==> src/rtl/hsv_core_issue_scoreboard.sv <==
// Purpose : register scoreboard and issue gate for the issue stage. It counts in-flight
//           writes per architectural register and raises a RAW hazard that stalls issue.
//           On flush it blocks issue and drains until everything issued has retired.
// Latency : hazard/issue_ready are combinational (zero latency). Counter, inflight, FSM
//           and sb_error updates are visible the cycle after the issue/commit edge.
// Backpressure: issue_ready drops on a hazard, on a saturated destination counter, when
//           inflight reaches MAX_INFLIGHT, while flush_req is high and while draining.
//           Commits are never back-pressured.
//
// Ports:
//   clk_core, rst_core           clock; asynchronous active-high reset
//   issue_valid / issue_ready    issue handshake; fire = issue_valid & issue_ready
//   issue_rs_mask, issue_rd_mask source registers read, destination (one-hot or zero)
//   commit_valid, commit_rd_mask one retirement per cycle, destination as issued
//   flush_req                    pipeline flush request
//   hazard                       RAW hazard on issue_rs_mask
//   pending_mask                 bit i set while register i has outstanding writes
//   inflight                     issued-but-not-retired count
//   draining                     FSM is in DRAIN
//   sb_error                     sticky: commit underflow, counter overflow, or dirty drain exit
//
// Build option: define HSV_ISSUE_SB_BYPASS_EN to let a register whose last outstanding
//   write commits this cycle stop blocking issue in that same cycle.

module hsv_core_issue_scoreboard #(
  parameter  int NUM_REGS     = 32,
  parameter  int CNT_W        = 2,
  parameter  int MAX_INFLIGHT = 8,
  localparam int INF_W        = $clog2(MAX_INFLIGHT + 1)
) (
  input  logic                clk_core,
  input  logic                rst_core,
  input  logic                issue_valid,
  output logic                issue_ready,
  input  logic [NUM_REGS-1:0] issue_rs_mask,
  input  logic [NUM_REGS-1:0] issue_rd_mask,
  input  logic                commit_valid,
  input  logic [NUM_REGS-1:0] commit_rd_mask,
  input  logic                flush_req,
  output logic                hazard,
  output logic [NUM_REGS-1:0] pending_mask,
  output logic [INF_W-1:0]    inflight,
  output logic                draining,
  output logic                sb_error
);

  typedef enum logic [0:0] {
    S_RUN   = 1'b0,
    S_DRAIN = 1'b1
  } state_t;

  localparam logic [CNT_W-1:0] CNT_ONE = CNT_W'(1);
  localparam logic [CNT_W-1:0] CNT_MAX = '1;
  localparam logic [INF_W-1:0] INF_ONE = INF_W'(1);
  localparam logic [INF_W-1:0] INF_MAX = INF_W'(MAX_INFLIGHT);

  // ---------------------------------------------------------------------------
  // State
  // ---------------------------------------------------------------------------
  state_t           r_state;
  state_t           w_state_nxt;
  logic [INF_W-1:0] r_inflight;
  logic             r_sb_error;

  // ---------------------------------------------------------------------------
  // Per-register status vectors
  // ---------------------------------------------------------------------------
  logic                w_fire;
  logic [NUM_REGS-1:0] w_pending;   // counter != 0
  logic [NUM_REGS-1:0] w_sat;       // counter at its maximum
  logic [NUM_REGS-1:0] w_cnt_unf;   // commit against a zero counter
  logic [NUM_REGS-1:0] w_cnt_ovf;   // increment that would wrap the counter
  logic [NUM_REGS-1:0] w_block;     // registers that still block a reader
  logic [NUM_REGS-1:0] w_sat_eff;   // registers that still block a writer
`ifdef HSV_ISSUE_SB_BYPASS_EN
  logic [NUM_REGS-1:0] w_bypass;    // last outstanding write retiring this cycle
`endif

  genvar g;
  generate
    for (g = 0; g < NUM_REGS; g++) begin : g_reg
      // x0 is hard-wired to zero, so its counter never moves and never flags errors.
      localparam bit TRACKED = (g != 0);

      logic [CNT_W-1:0] r_cnt;
      logic             w_inc;
      logic             w_dec_req;
      logic             w_dec;

      assign w_inc     = TRACKED & w_fire & issue_rd_mask[g];
      assign w_dec_req = TRACKED & commit_valid & commit_rd_mask[g];
      // A commit against an empty counter is an error and must not wrap it.
      assign w_dec     = w_dec_req & (r_cnt != '0);

      always_ff @(posedge clk_core or posedge rst_core) begin
        if (rst_core) begin
          r_cnt <= '0;
        end else if (w_inc & ~w_dec & (r_cnt != CNT_MAX)) begin
          r_cnt <= r_cnt + CNT_ONE;
        end else if (w_dec & ~w_inc) begin
          r_cnt <= r_cnt - CNT_ONE;
        end
      end

      assign w_pending[g] = (r_cnt != '0);
      assign w_sat[g]     = (r_cnt == CNT_MAX);
      assign w_cnt_unf[g] = w_dec_req & (r_cnt == '0);
      assign w_cnt_ovf[g] = w_inc & ~w_dec & (r_cnt == CNT_MAX);
`ifdef HSV_ISSUE_SB_BYPASS_EN
      assign w_bypass[g]  = w_dec_req & (r_cnt == CNT_ONE);
`endif
    end
  endgenerate

`ifdef HSV_ISSUE_SB_BYPASS_EN
  // The retiring write frees the register at the same edge the new instruction
  // issues, so it need not wait for the registered counter to reach zero.
  assign w_block   = w_pending & ~w_bypass;
  assign w_sat_eff = w_sat & ~w_bypass;
`else
  assign w_block   = w_pending;
  assign w_sat_eff = w_sat;
`endif

  // ---------------------------------------------------------------------------
  // Issue gate
  // ---------------------------------------------------------------------------
  logic w_hazard;
  logic w_rd_sat;
  logic w_inflight_full;

  assign w_hazard        = |(issue_rs_mask & w_block);
  assign w_rd_sat        = |(issue_rd_mask & w_sat_eff);
  assign w_inflight_full = (r_inflight >= INF_MAX);

  assign issue_ready = (r_state == S_RUN) & ~flush_req & ~w_hazard
                     & ~w_inflight_full & ~w_rd_sat;
  assign w_fire      = issue_valid & issue_ready;

  // ---------------------------------------------------------------------------
  // Inflight counter: fire and commit in one cycle cancel out.
  // ---------------------------------------------------------------------------
  logic w_inf_dec;
  logic w_inf_unf;
  logic w_inf_ovf;

  assign w_inf_dec = commit_valid & (r_inflight != '0);
  assign w_inf_unf = commit_valid & (r_inflight == '0);
  assign w_inf_ovf = w_fire & ~w_inf_dec & (r_inflight == INF_MAX);

  always_ff @(posedge clk_core or posedge rst_core) begin
    if (rst_core) begin
      r_inflight <= '0;
    end else if (w_fire & ~w_inf_dec & ~w_inf_ovf) begin
      r_inflight <= r_inflight + INF_ONE;
    end else if (w_inf_dec & ~w_fire) begin
      r_inflight <= r_inflight - INF_ONE;
    end
  end

  // ---------------------------------------------------------------------------
  // Flush FSM
  // ---------------------------------------------------------------------------
  logic w_drain_exit;

  always_ff @(posedge clk_core or posedge rst_core) begin
    if (rst_core) begin
      r_state <= S_RUN;
    end else begin
      r_state <= w_state_nxt;
    end
  end

  always_comb begin
    w_state_nxt  = r_state;
    w_drain_exit = 1'b0;
    case (r_state)
      S_RUN: begin
        if (flush_req) begin
          w_state_nxt = S_DRAIN;
        end
      end
      S_DRAIN: begin
        // Exit on the registered count so the last commit is fully absorbed
        // before issue reopens; a repeated flush keeps us here.
        if (!flush_req && (r_inflight == '0)) begin
          w_state_nxt  = S_RUN;
          w_drain_exit = 1'b1;
        end
      end
      default: begin
        w_state_nxt = S_RUN;
      end
    endcase
  end

  // ---------------------------------------------------------------------------
  // Sticky error: every squashed instruction still commits, so all counters
  // must be empty by the time the drain completes.
  // ---------------------------------------------------------------------------
  logic w_err_set;

  assign w_err_set = (|w_cnt_unf) | (|w_cnt_ovf) | w_inf_unf | w_inf_ovf
                   | (w_drain_exit & (|w_pending));

  always_ff @(posedge clk_core or posedge rst_core) begin
    if (rst_core) begin
      r_sb_error <= 1'b0;
    end else if (w_err_set) begin
      r_sb_error <= 1'b1;
    end
  end

  // ---------------------------------------------------------------------------
  // Outputs
  // ---------------------------------------------------------------------------
  assign hazard       = w_hazard;
  assign pending_mask = w_pending;
  assign inflight     = r_inflight;
  assign draining     = (r_state == S_DRAIN);
  assign sb_error     = r_sb_error;

endmodule

==> config.mk <==
export PLATFORM = sky130hd
export DESIGN_NAME = hsv_core_issue_scoreboard
export DESIGN_NICKNAME = d
export VERILOG_FILES = /design/src/rtl/hsv_core_issue_scoreboard.sv
export SDC_FILE = /design/constraint.sdc
export NUM_CORES = 1
export LEC_CHECK = 0
export BUFFER_PORTS_ARGS = -buffer_cell sky130_fd_sc_hd__buf_2
export CAP_MARGIN = 40
export CORE_ASPECT_RATIO = 1.75
export CORE_UTILIZATION = 35
export CTS_CLUSTER_DIAMETER = 60
export CTS_CLUSTER_SIZE = 25
export DETAILED_ROUTE_END_ITERATION = 12
export PLACE_DENSITY = 0.61
export SYNTH_ARGS = -nofsm -noshare
export SYNTH_HDL_FRONTEND = slang
export SYNTH_SLANG_ARGS = --single-unit
export TNS_END_PERCENT = 10
==> constraint.sdc <==
create_clock -name clk_core -period 4.4 [get_ports clk_core]
set_input_delay 0.44 -clock clk_core [delete_from_list [all_inputs] [get_ports clk_core]]
set_output_delay 0.44 -clock clk_core [all_outputs]
set_load 0.005 [all_outputs]
==> impl_metrics.toml <==
[setup_path]
crit_slowest_cell = "or4_1"
cp_slowest_stage_delay_ns = 0.64
worstPathRequired_ns = 4.66
arrival_ns = 4.17
crit_chain = "o21ai_0, nand4_1, or4_1, or4_1, nor3_4, nand2_1, ha_1, a21o_1, a21o_1, nand3_1, o32ai_1, xor2_1"
startpoint_type = "register"
crit_type = "register to register"
critPathMaxFanout = 7
reg2reg_depth = 12
end_kind = "register"
r2r-end = "inflight[3]"
r2r-start = "g_reg[8].r_cnt[0]"
r2r_slack_ns = 0.50

[synth]
synthSimpleGateAreaFrac = 0.407
synth_edf_count = 0
netlist_instances = 672
synth_compound_area_frac = 0.136
ys_ff_latch = 68
synth.largest_area_cell = "dfrtp_1"
synth_top_family_by_area = "simple AND/OR/NAND/NOR gates"
synth.area.mux_share = 0.0418
syn_nets = 776
async_flop_share = 1.00
synthTopCellsByCount = "nand3_1 (93), nand2_1 (77), dfrtp_1 (68)"
post-synth-top-count-cell = "nand3_1"
synth_xor_area_frac = 0.0285
synth_warnings = 0
synth_top_area_frac = 0.329
syn_area_sq_mm = 0.00518
avgSynthCellArea_sq_um = 7.71
seq_area_frac_synth = 0.329
synth.area.top_cells = "dfrtp_1 (33%), nand3_1 (9.0%), nand4_1 (6.2%), nand2_1 (5.6%), o21ai_0 (4.5%)"
synth_fa_ha_area_frac = 0.00870
synthFlopType = "dfrtp_1"
ys_types = 53

[placement]
dp_hpwl_microns = 14000
port_buffers = 136
place.gp.congestion = 0.910

[timing]
maxSlewHeadroom = 0.494
worst_pin_slew_ns = 0.752
hold_viol = 0
fin_skew_ns = 0.00583
setup-violations-final = 0
rsz0062_at_grt = "false"
drv_slew = 0
tns_ns = 0
fin_crit_sh = 0.887
period_minus_slack_ns = 3.90
fmax_mhz = 256

[drt]
wire_per_inst_microns = 18.6
drc = 0
ant_nets = 0
vias = 5780
viasPerCell = 5.89
wl_microns = 18200
first_iter_violations = 408
drt_pass1_iterations = 5

[clock_tree]
post_cts_buffers = 0
insertion_delay_ns = 0.34
clkTransAtPathRegs_ns = 0.06
cts_tree = "done"
clock-root-buffer = "clkbuf_16"
ctsHtreeMaxLevel = 3
clkSinkCount = 68
clockBufferDepth = 2
post_cts_resized = 0
cts-buffers-inserted = 9
cts_hold_buf = 0

[global_route]
grt_start_max_net_pins = 85
grt_pass1_wl_microns = 27800
grt_pass1_vias = 5284
antenna_found_initial = 1
grt-ovfl-total = 0
grt_usage = 0.244

[floorplan]
num_rows = 58
boundaryPins = 141
die_x_microns = 94.0
dieArea_sq_mm = 0.0153
initial_core_util = 0.359
coreArea_sq_mm = 0.0144
die_y_microns = 163

[outcome]
status = "finished clean"

[pwr]
p_leak_nw = 3.00
ir_drop_v = 0.000173
fin_total_pwr_mw = 1.87
p_per_area_mw_per_mm2 = 297

[layout]
area_growth_pct = 21.4
drive_above_1_share = 0.227
nets = 901
fin_util = 0.435

[run]
max_cap_violations = 0

[min_path]
min_path_type = "input port to asynchronous set/reset pin"
worst max-delay path by stage:
stage | startpoint | end | slack (ns) | cells past startpoint
after detailed placement | g_reg[8].r_cnt[0] | inflight[3] | 0.58 | 12
final | g_reg[8].r_cnt[0] | inflight[3] | 0.50 | 12
after CTS | g_reg[18].r_cnt[0] | inflight[3] | 0.56 | 13
after global placement | g_reg[8].r_cnt[0] | inflight[3] | 0.67 | 12
after global routing | g_reg[18].r_cnt[0] | inflight[3] | 0.34 | 13
after floorplan | g_reg[18].r_cnt[0] | inflight[3] | 0.60 | 16
layout by cell type (no fill, tap or decap), drive strengths merged, types with 4 or more instances in the layout:
master / instances
buf: 141
nand3: 93
nand2: 77
dfrtp: 68
nand4: 51
o21ai: 47
nor2: 43
nor3: 38
inv: 35
a21oi: 33
nor3b: 23
xor2: 15
mux2: 13
clkbuf: 13
and2: 12
and4: 12
a22oi: 10
nand2b: 7
nand3b: 7
mux2i: 7
or4: 5
and3: 5
a31oi: 5
nor4bb: 5
nor4: 4
sequential cells by signal, summed over array words and instances (netlist names):
signal	cells
draining	1
inflight	4
sb_error	1
g.r_cnt	62
cell families after synthesis:
kind of cell,Yosys count
compound gates,117
xor+xnor,16
fa+ha+maj,3
buf+inv,62
flops,68
mux,20
other cells,1
simple gates,385
per-layer routing:
| layer | track usage | vias up | part of all wire |
|---|---|---|---|
| met1 | 0.295 | 2770 | 0.39 |
| met4 | 0.124 | 0 | 0.043 |
| met3 | 0.0266 | 46 | 0.057 |
| met5 | 0 | - | 0 |
| met2 | 0.419 | 228 | 0.51 |
| li1 | - | 2736 | - |
worst max-delay path: cells and delay by family (launching register included):
family,cells,cell delay [ns]
flip-flops,1,0.44
XOR/XNOR,1,0.17
AO/OA/AOI/OAI,4,0.92
adder cells (fa/ha/maj),1,0.30
AND/OR/NAND/NOR,6,2.01
final cells by class:
class | count | area [sq um]
fillers | 1536 | 8160
multi-input cells | 542 | 3220
flip-flops and latches | 68 | 1700
repair buffers | 141 | 731
clock buffers | 13 | 260
well taps | 180 | 225
inverters | 35 | 131
clock inverters | 2 | 10.0
diodes | 1 | 2.50
stage by stage:
step	setup slack, ns	hold slack, ns	cell area, sq um	cells
5_1_grt	0.338	0.185	6290	982
4_1_cts	0.559	0.156	6280	981
6_report	0.496	0.131	6290	982
3_3_place_gp	0.667	0.509	6010	966
2_1_floorplan	0.601	0.479	5180	672
3_5_place_dp	0.581	0.513	6010	966
report_power, final:
part / switching (mW) / internal [mW]
Clock: 0.272 / 0.408
Sequential: 0.0561 / 0.661
Combinational: 0.295 / 0.177
No activity file was read; power rests on OpenSTA's default activity.
